===== config.mk =====
export PLATFORM = sky130hd
export DESIGN_NAME = sort_sched_flat
export DESIGN_NICKNAME = d
export VERILOG_FILES = /design/src/rtl/sort_pkg.sv /design/src/rtl/sort_sched_if.sv /design/src/rtl/sort_slot_cnt.sv /design/src/rtl/sort_sched.sv /design/src/flat_wrapper.sv
export SDC_FILE = /design/constraint.sdc
export NUM_CORES = 1
export LEC_CHECK = 0
export CAP_MARGIN = 30
export CELL_PAD_IN_SITES_DETAIL_PLACEMENT = 1
export CELL_PAD_IN_SITES_GLOBAL_PLACEMENT = 2
export CORE_AREA = 2 2 386 388
export CTS_CLUSTER_SIZE = 40
export DETAILED_ROUTE_END_ITERATION = 8
export DIE_AREA = 0 0 388 390
export GPL_ROUTABILITY_DRIVEN = 0
export MAX_ROUTING_LAYER = met4
export PLACE_DENSITY_LB_ADDON = 0.3
export SYNTH_ARGS = -nofsm -noshare
export SYNTH_HDL_FRONTEND = slang
export SYNTH_HIERARCHICAL = 1
export SYNTH_SLANG_ARGS = --single-unit
export TNS_END_PERCENT = 1

===== constraint.sdc =====
create_clock -name clk -period 26.6 [get_ports clk]
set_input_delay 5.32 -clock clk [delete_from_list [all_inputs] [get_ports clk]]
set_output_delay 5.32 -clock clk [all_outputs]
set_load 0.03 [all_outputs]

===== src/rtl/sort_pkg.sv =====
// Shared constants and state encoding for the sort-pass scheduler.
package sort_pkg;

    localparam int IDX_W  = 14;
    localparam int N_SLOT = 35;
    localparam int CNT_W  = 6;

    typedef enum logic [1:0] {
        IDLE = 2'd0,
        SCAN = 2'd1,
        DONE = 2'd2
    } state_e;

endpackage


===== src/rtl/sort_sched_if.sv =====
// Control, index and result-handshake bundle between a requester and sort_sched.
interface sort_sched_if #(
    parameter int IDX_W  = sort_pkg::IDX_W,
    parameter int N_SLOT = sort_pkg::N_SLOT,
    parameter int CNT_W  = sort_pkg::CNT_W
);
    logic                    start;
    logic                    abort;
    logic [IDX_W*N_SLOT-1:0] index_in;
    logic                    busy;
    logic                    en_sort;
    logic [CNT_W-1:0]        slot_sel;
    logic [IDX_W*N_SLOT-1:0] index_hold;
    logic [CNT_W-1:0]        nz_count;
    logic                    sort_done;
    logic                    out_valid;
    logic                    out_ready;

    modport master (
        output start, abort, index_in, out_ready,
        input  busy, en_sort, slot_sel, index_hold, nz_count, sort_done, out_valid
    );

    modport slave (
        input  start, abort, index_in, out_ready,
        output busy, en_sort, slot_sel, index_hold, nz_count, sort_done, out_valid
    );
endinterface


===== src/rtl/sort_slot_cnt.sv =====
// Slot walker: steps slot_sel while enabled and counts non-zero slots, saturating at N_SLOT.
module sort_slot_cnt #(
    parameter int IDX_W  = sort_pkg::IDX_W,
    parameter int N_SLOT = sort_pkg::N_SLOT,
    parameter int CNT_W  = sort_pkg::CNT_W
) (
    input  logic             clk,
    input  logic             rst,
    input  logic             en_i,
    input  logic             clr_i,
    input  logic [IDX_W-1:0] slot_val_i,
    output logic [CNT_W-1:0] slot_sel_o,
    output logic             last_o,
    output logic [CNT_W-1:0] nz_count_o
);
    logic [CNT_W-1:0] slot_sel_q;
    logic [CNT_W-1:0] slot_sel_d;
    logic [CNT_W-1:0] nz_count_q;
    logic [CNT_W-1:0] nz_count_d;
    logic             last_s;
    logic             nz_s;

    assign last_s = (slot_sel_q == CNT_W'(N_SLOT - 1));
    assign nz_s   = (slot_val_i != {IDX_W{1'b0}});

    // Next-state for the slot pointer and the non-zero tally
    always_comb begin
        slot_sel_d = slot_sel_q;
        nz_count_d = nz_count_q;
        if (clr_i) begin
            slot_sel_d = {CNT_W{1'b0}};
            nz_count_d = {CNT_W{1'b0}};
        end else if (en_i) begin
            if (last_s) begin
                slot_sel_d = {CNT_W{1'b0}};
            end else begin
                slot_sel_d = slot_sel_q + CNT_W'(1);
            end
            if (nz_s && (nz_count_q != CNT_W'(N_SLOT))) begin
                nz_count_d = nz_count_q + CNT_W'(1);
            end else begin
                nz_count_d = nz_count_q;
            end
        end else begin
            slot_sel_d = slot_sel_q;
            nz_count_d = nz_count_q;
        end
    end

    // Counter state registers
    always_ff @(posedge clk or posedge rst) begin
        if (rst) begin
            slot_sel_q <= {CNT_W{1'b0}};
            nz_count_q <= {CNT_W{1'b0}};
        end else begin
            slot_sel_q <= slot_sel_d;
            nz_count_q <= nz_count_d;
        end
    end

    assign slot_sel_o = slot_sel_q;
    assign last_o     = last_s;
    assign nz_count_o = nz_count_q;
endmodule


===== src/rtl/sort_sched.sv =====
// Sort-pass scheduler: captures an index vector, walks every slot with en_sort high,
// then holds the non-zero count until the consumer accepts it.
module sort_sched #(
    parameter int IDX_W  = sort_pkg::IDX_W,
    parameter int N_SLOT = sort_pkg::N_SLOT,
    parameter int CNT_W  = sort_pkg::CNT_W
) (
    input  logic         clk,
    input  logic         rst,
    sort_sched_if.slave  bus
);
    import sort_pkg::*;

    state_e                  state_q;
    logic                    busy_q;
    logic                    en_sort_q;
    logic                    sort_done_q;
    logic                    out_valid_q;
    logic [IDX_W*N_SLOT-1:0] index_hold_q;

    logic                    clr_s;
    logic                    last_s;
    logic [CNT_W-1:0]        slot_sel_s;
    logic [CNT_W-1:0]        nz_count_s;
    logic [IDX_W-1:0]        slot_val_s;

    assign clr_s      = (state_q == IDLE) && bus.start && !bus.abort;
    assign slot_val_s = index_hold_q[slot_sel_s*IDX_W +: IDX_W];

    sort_slot_cnt #(
        .IDX_W  (IDX_W),
        .N_SLOT (N_SLOT),
        .CNT_W  (CNT_W)
    ) u_slot_cnt (
        .clk        (clk),
        .rst        (rst),
        .en_i       (en_sort_q),
        .clr_i      (clr_s),
        .slot_val_i (slot_val_s),
        .slot_sel_o (slot_sel_s),
        .last_o     (last_s),
        .nz_count_o (nz_count_s)
    );

    // Pass sequencing; SCAN opens with one en_sort-low cycle while the counter clears
    always_ff @(posedge clk or posedge rst) begin
        if (rst) begin
            state_q      <= IDLE;
            busy_q       <= 1'b0;
            en_sort_q    <= 1'b0;
            sort_done_q  <= 1'b0;
            out_valid_q  <= 1'b0;
            index_hold_q <= {(IDX_W*N_SLOT){1'b0}};
        end else begin
            case (state_q)
                IDLE: begin
                    en_sort_q   <= 1'b0;
                    sort_done_q <= 1'b0;
                    out_valid_q <= 1'b0;
                    if (clr_s) begin
                        index_hold_q <= bus.index_in;
                        busy_q       <= 1'b1;
                        state_q      <= SCAN;
                    end else begin
                        busy_q <= 1'b0;
                    end
                end
                SCAN: begin
                    if (bus.abort) begin
                        en_sort_q <= 1'b0;
                        busy_q    <= 1'b0;
                        state_q   <= IDLE;
                    end else if (!en_sort_q) begin
                        en_sort_q <= 1'b1;
                    end else if (last_s) begin
                        en_sort_q   <= 1'b0;
                        sort_done_q <= 1'b1;
                        out_valid_q <= 1'b1;
                        state_q     <= DONE;
                    end else begin
                        en_sort_q <= 1'b1;
                    end
                end
                DONE: begin
                    sort_done_q <= 1'b0;
                    if (bus.abort || (out_valid_q && bus.out_ready)) begin
                        out_valid_q <= 1'b0;
                        busy_q      <= 1'b0;
                        state_q     <= IDLE;
                    end else begin
                        out_valid_q <= 1'b1;
                    end
                end
                default: begin
                    state_q     <= IDLE;
                    busy_q      <= 1'b0;
                    en_sort_q   <= 1'b0;
                    sort_done_q <= 1'b0;
                    out_valid_q <= 1'b0;
                end
            endcase
        end
    end

    assign bus.busy       = busy_q;
    assign bus.en_sort    = en_sort_q;
    assign bus.slot_sel   = slot_sel_s;
    assign bus.index_hold = index_hold_q;
    assign bus.nz_count   = nz_count_s;
    assign bus.sort_done  = sort_done_q;
    assign bus.out_valid  = out_valid_q;
endmodule

===== src/flat_wrapper.sv =====
// flat-port wrapper written by rule: the top's interface ports become plain ports
module sort_sched_flat import sort_pkg::*;
#(
    parameter int IDX_W  = sort_pkg::IDX_W,
    parameter int N_SLOT = sort_pkg::N_SLOT,
    parameter int CNT_W  = sort_pkg::CNT_W
)
  (clk, rst, bus_start, bus_abort, bus_index_in, bus_out_ready, bus_busy, bus_en_sort, bus_slot_sel, bus_index_hold, bus_nz_count, bus_sort_done, bus_out_valid);
  sort_sched_if #(.IDX_W(IDX_W), .N_SLOT(N_SLOT), .CNT_W(CNT_W)) bus_i ();
  input  logic clk;
  input  logic rst;
  input wire logic [$bits(bus_i.start)-1:0] bus_start;
  input wire logic [$bits(bus_i.abort)-1:0] bus_abort;
  input wire logic [$bits(bus_i.index_in)-1:0] bus_index_in;
  input wire logic [$bits(bus_i.out_ready)-1:0] bus_out_ready;
  output wire logic [$bits(bus_i.busy)-1:0] bus_busy;
  output wire logic [$bits(bus_i.en_sort)-1:0] bus_en_sort;
  output wire logic [$bits(bus_i.slot_sel)-1:0] bus_slot_sel;
  output wire logic [$bits(bus_i.index_hold)-1:0] bus_index_hold;
  output wire logic [$bits(bus_i.nz_count)-1:0] bus_nz_count;
  output wire logic [$bits(bus_i.sort_done)-1:0] bus_sort_done;
  output wire logic [$bits(bus_i.out_valid)-1:0] bus_out_valid;
  assign bus_i.start = bus_start;
  assign bus_i.abort = bus_abort;
  assign bus_i.index_in = bus_index_in;
  assign bus_i.out_ready = bus_out_ready;
  assign bus_busy = bus_i.busy;
  assign bus_en_sort = bus_i.en_sort;
  assign bus_slot_sel = bus_i.slot_sel;
  assign bus_index_hold = bus_i.index_hold;
  assign bus_nz_count = bus_i.nz_count;
  assign bus_sort_done = bus_i.sort_done;
  assign bus_out_valid = bus_i.out_valid;
  sort_sched #(.IDX_W(IDX_W), .N_SLOT(N_SLOT), .CNT_W(CNT_W)) u_core (.clk(clk), .rst(rst), .bus(bus_i));
endmodule

==> results.json, run 1 <==
{
  "path_cells": "clkdlybuf4s50_1 > nand3b_1 > inv_8 > buf_4 > buf_4 > nand2_1 > nand2_1",
  "synthDistinctLibCells": 49,
  "first_iter_violations": 1227,
  "htree_levels": 3,
  "fill_cells": 17200,
  "yosys_most_used_dff": "dfrtp_1",
  "synth_top_family_by_area": "simple AND/OR/NAND/NOR gates",
  "ir_worst_vdd_v": 0.0000539,
  "syn2layout_area_growth_pct": 61.7,
  "synth_seq_cells": 508,
  "dp_hpwl_um": 109000,
  "async_flop_share_pct": 100,
  "portBuffers": 1000,
  "io_pins": 1001,
  "vias_per_cell": 4.01,
  "hold_class": "reg2reg",
  "cp-start-kind": "input port",
  "finalHoldViolations": 0,
  "cpMaxStageDelayCell": "buf_4",
  "worst_ep_required_time_ps": 27200,
  "wl_um": 144000,
  "clk_pin_slew_ps": 60,
  "final_common_cell": "nand2_1",
  "synth_edf_count": 0,
  "rows": 141,
  "post-place-cells": 5472,
  "critical_path_arrival_ps": 8880,
  "crit_family": "buffers and inverters",
  "syn_nets": 3174,
  "powerDensity_mw_per_mm2": 139,
  "leakage_nw": 17.0,
  "final_layout_size_suffix_gt1_share_pct": 6.48,
  "setup_tns_ps": 0,
  "grt_pass1_vias": 24300,
  "fin_ws_ps": 18330,
  "max_freq_mhz": 121,
  "grt_util_all_layers_pct": 19.0,
  "grt_pass1_wl_um": 197000,
  "critPathCaptureType": "flop",
  "dr.pass1.iters": 5,
  "start_util_pct": 16.1,
  "power_w": 0.00533,
  "clk_latency_ps": 670,
  "ant_nets": 0,
  "syn_inst": 2673,
  "layout.cells.non_filler": 5638,
  "die_x_um": 388,
  "final_cell_mix": "1557 x nand2_1, 1000 x clkdlybuf4s50_1, 503 x dfrtp_1",
  "drv_slew": 0,
  "syn_area_mm2": 0.0237,
  "min_period_over_period_pct": 31.1,
  "ctsResizeCount": 0,
  "clockBufferDepth": 3,
  "pre_cts_ws_ps": 17560,
  "cts_setup_buffers": 0,
  "ys_seq_area_share_pct": 53.7,
  "cts_tree": "built",
  "path_buf_inv": 4,
  "worst-path-max-fanout": 134,
  "cts_root_buf": "clkbuf_16",
  "coreArea_mm2": 0.147,
  "drt-met1-wl_um": 61600,
  "worstMarginPinSlew_ps": 1090,
  "synth_xor_area_share_pct": 0.0740,
  "top_layer": "met4",
  "ff2ff_setup_slack_ps": 21050,
  "cts_made_buffers": 72,
  "overflow": 0,
  "maxSlewHeadroom_pct": 27.3,
  "synth_compound_area_share_pct": 1.97,
  "outcome": "finished clean",
  "antenna_found_initial": 42,
  "ys_warn_count": 6,
  "die_area_mm2": 0.151,
  "wl_met3_um": 8070,
  "die_y_um": 390,
  "finalSetupViolations": 0,
  "cts_sinks": 508,
  "finalClockSkew_ps": 29.2,
  "nNetsFinal": 4121,
  "synth_fa_ha_area_share_pct": 0.317,
  "maxCapViolCount": 0,
  "muxShareOfSynthArea_pct": 12.4,
  "path_class": "in2reg",
  "critPathMaxStageDelay_ps": 760,
  "drc": 0,
  "fin_util_pct": 26.0,
  "yosys.area_share.simple_pct": 28.2,
  "vias": 22600,
  "syn_avg_cell_area_um2": 8.86,
  "route.met2.wl_um": 70300,
  "grt_start_max_net_pins": 162,
  "wl_per_cell_um": 25.5,
  "rsz0062_at_grt": "no",
  "post-route-min-period_ps": 8270,
  "postCtsHoldBufs": 0
}
final timing paths:
| kind | start | to | depth (start not counted) |
|---|---|---|---|
| hold / removal | u_core/bus.index_hold[118] | u_core/bus.index_hold[118] | 2 |
| hold reg to reg | u_core/bus.index_hold[118] | u_core/bus.index_hold[118] | 2 |
| setup reg to reg | u_core/u_slot_cnt/slot_sel_o[1] | u_core/u_slot_cnt/nz_count_o[0] | 10 |
| setup / recovery | bus_abort | u_core/bus.index_hold[269] | 7 |
| min in group asynchronous | rst | u_core/bus.index_hold[135] | 2 |
| max in group asynchronous | rst | u_core/bus.index_hold[253] | 5 |
worst register-to-register path: cells and delay by family, from the launching register on:
family                 cells  cell delay [ps]
muxes                      3             1520
and+or+nand+nor            4             1260
AOI/OAI and AO/OA          1              500
DFF                        1              850
buffers and inverters      2             1320
cells by family (layout without fill, tap and decap cells):
family | count (synthesis) | in the layout
AND/OR/NAND/NOR | 1700 | 1700
adder cells (fa/ha/maj) | 6 | 6
AO/OA/AOI/OAI | 73 | 73
XOR/XNOR | 2 | 2
other | 0 | 36
flip-flops | 508 | 508
multiplexers | 207 | 207
buffers and inverters | 177 | 1176
power by group:
part | internal [W] | switching, W
combinational | 0.00108 | 0.00172
sequential | 0.00113 | 0.000409
clock | 0.000585 | 0.000404
routing by layer:
layer | vias up | GRT usage [%]
li1 | 10500 | -
met1 | 11400 | 23.2
met2 | 612 | 30.6
met3 | 143 | 4.82
met4 | 0 | 6.26
met5 | - | -
cell type report:
cell class                      count  area (um2)  area share [%]
Clock buffer                      108        2100            5.48
Sequential cell                   508       12700            33.2
Multi-Input combinational cell   1988       10200            26.6
Antenna cell                       36        90.1           0.235
Clock inverter                     18         245           0.640
Timing Repair Buffer             1042       10500            27.3
Tap cell                         1930        2410            6.31
Inverter                            8        45.0           0.118
Yosys cell counts, drive strengths merged, types with 3 or more instances:
cell type  number  area [um2]
a21oi           6        30.0
nor2           38         143
or3             3        18.8
mux2           18         214
nand3b         18         135
nand3          21         105
clkbuf        123         462
o211ai          5        37.5
nand4           8        50.1
nor2b           7        43.8
nand2        1557        5840
mux4           65        1490
nand2b          4        25.0
o21ai          26         130
nor4           18         128
o221ai          9        78.8
inv             7        26.3
and3           15        93.8
a22oi           5        37.5
dfrtp         508       12700
mux2i         124        1240
o22ai          14        87.6
buf            46         294
ha              6        75.1
per-stage QoR:
step	hold WS [ps]	area, um2
global route	525	38300
finish	498	38300
floorplan	489	23700
CTS	503	38100
global placement	481	35700
detailed placement	488	35800
flip-flops by register name, indices dropped and copies added, names as in the netlist:
name                          cells
u_core/bus.sort_done              1
u_core/bus.out_valid              1
u_core/u_slot_cnt/nz_count_o      6
u_core/state_q                    2
u_core/u_slot_cnt/slot_sel_o      6
u_core/bus.busy                   1
u_core/bus.en_sort                1
u_core/bus.index_hold           490
No activity file was read; power rests on OpenSTA's default activity.
==> run 2, diff against run 1 <==
Settings changed: CORE_AREA 2 2 386 388 to 2 2 395 397, DIE_AREA 0 0 388 390 to 0 0 397 399.
Clock period 26.6 ns to 6.8 ns, I/O delays scaled along.
==> results.json, run 2 (synthesis gave the netlist of run 1 again) <==
{
  "cts_sinks": 508,
  "dp_hpwl_um": 114000,
  "htree_levels": 3,
  "portBuffers": 1000,
  "outcome": "finished clean",
  "first_iter_violations": 1108,
  "final_common_cell": "nand2_1",
  "vias_per_cell": 3.95,
  "clockBufferDepth": 3,
  "worst-path-max-fanout": 50,
  "max_freq_mhz": 211,
  "cts_root_buf": "clkbuf_16",
  "largest_reg_flops": 490,
  "die_x_um": 397,
  "maxCapViolCount": 0,
  "critPathCaptureType": "flop",
  "die_area_mm2": 0.158,
  "drt-met1-wl_um": 61600,
  "clk_latency_ps": 670,
  "ctsResizeCount": 0,
  "min_period_over_period_pct": 69.7,
  "ant_nets": 0,
  "route.met2.wl_um": 75200,
  "drc": 0,
  "die_y_um": 399,
  "coreArea_mm2": 0.154,
  "hold_class": "reg2reg",
  "overflow": 0,
  "powerDensity_mw_per_mm2": 549,
  "io_pins": 1001,
  "syn2layout_area_growth_pct": 62.5,
  "nNetsFinal": 4111,
  "antenna_found_initial": 28,
  "vias": 22700,
  "top_layer": "met4",
  "critical_path_arrival_ps": 5280,
  "final_cell_mix": "1557 x nand2_1, 1000 x clkdlybuf4s50_1, 503 x dfrtp_1",
  "leakage_nw": 17.0,
  "path_class": "reg2reg",
  "cp-start-kind": "flop",
  "power_w": 0.0211,
  "postCtsHoldBufs": 0,
  "wl_met3_um": 7690,
  "cts_made_buffers": 74,
  "start_util_pct": 15.4,
  "wl_per_cell_um": 25.6,
  "grt_pass1_vias": 24300,
  "fin_util_pct": 25.0,
  "rsz0062_at_grt": "no",
  "ir_worst_vdd_v": 0.000169,
  "drv_slew": 0,
  "finalClockSkew_ps": 24.8,
  "cts_setup_buffers": 0,
  "grt_start_max_net_pins": 175,
  "post-route-min-period_ps": 4740,
  "wl_um": 147000,
  "worstMarginPinSlew_ps": 1130,
  "grt_util_all_layers_pct": 18.6,
  "maxSlewHeadroom_pct": 24.9,
  "rows": 144,
  "finalHoldViolations": 0,
  "cts_tree": "built",
  "worst_ep_required_time_ps": 7350,
  "grt_pass1_wl_um": 201000,
  "clk_pin_slew_ps": 60,
  "finalSetupViolations": 0,
  "dr.pass1.iters": 5,
  "final_layout_size_suffix_gt1_share_pct": 6.52
}
run 2: worst paths after layout:
check | start | to | slack, ps | cells past startpoint
hold / removal | u_core/bus.index_hold[142] | u_core/bus.index_hold[142] | 500 | 2
hold reg to reg | u_core/bus.index_hold[142] | u_core/bus.index_hold[142] | 500 | 2
setup reg to reg | u_core/u_slot_cnt/slot_sel_o[1] | u_core/u_slot_cnt/nz_count_o[0] | 2060 | 11
max in group asynchronous | rst | u_core/bus.index_hold[242] | 4170 | 4
setup / recovery | u_core/u_slot_cnt/slot_sel_o[1] | u_core/u_slot_cnt/nz_count_o[0] | 2060 | 11
min in group asynchronous | rst | u_core/u_slot_cnt/nz_count_o[5] | 1200 | 2
run 2: layer usage:
layer  global-route usage [%]  vias to the layer above
li1                         -                    10500
met2                     31.7                      606
met5                        -                        -
met3                     3.86                      122
met4                     4.62                        0
met1                     22.3                    11400
run 2: stage by stage:
step | std cells | hold WS (ps) | TNS [ps] | area [um2] | worst slack, ps
2_1_floorplan | 2673 | 489 | -639110 | 23700 | -1290
3_3_place_gp | 5577 | 477 | 0 | 35900 | 1920
3_5_place_dp | 5578 | 485 | 0 | 35900 | 1830
4_1_cts | 5709 | 500 | 0 | 38400 | 1820
5_1_grt | 5733 | 523 | 0 | 38500 | 1730
6_report | 5734 | 497 | 0 | 38500 | 2060
run 2: where the power goes:
part | internal [W] | switching [W] | total (W) | leakage (nW)
sequential | 0.00441 | 0.00190 | 0.00631 | 6.32
combinational | 0.00415 | 0.00657 | 0.0107 | 9.45
clock | 0.00243 | 0.00167 | 0.00410 | 1.24
run 2: final cells by class:
type | instances | area [um2]
antenna | 25 | 62.6
clock buffer | 98 | 2070
clock inverter | 33 | 450
inverter | 8 | 41.3
timing repair buffer | 1030 | 10400
tap | 2044 | 2560
multi-input combinational | 1988 | 10200
sequential | 508 | 12700
fill | 17800 | 115000
run 2: critical path, cell delays in order (launching register included):
cell     delay [ps]
dfrtp_4         900
buf_12          370
buf_4           400
mux2i_1         450
o22ai_1         290
nor4_1          430
nand3_1         120
and3_1          190
nor4_1          420
and4_1          520
nor3b_2         130
mux2_4          310
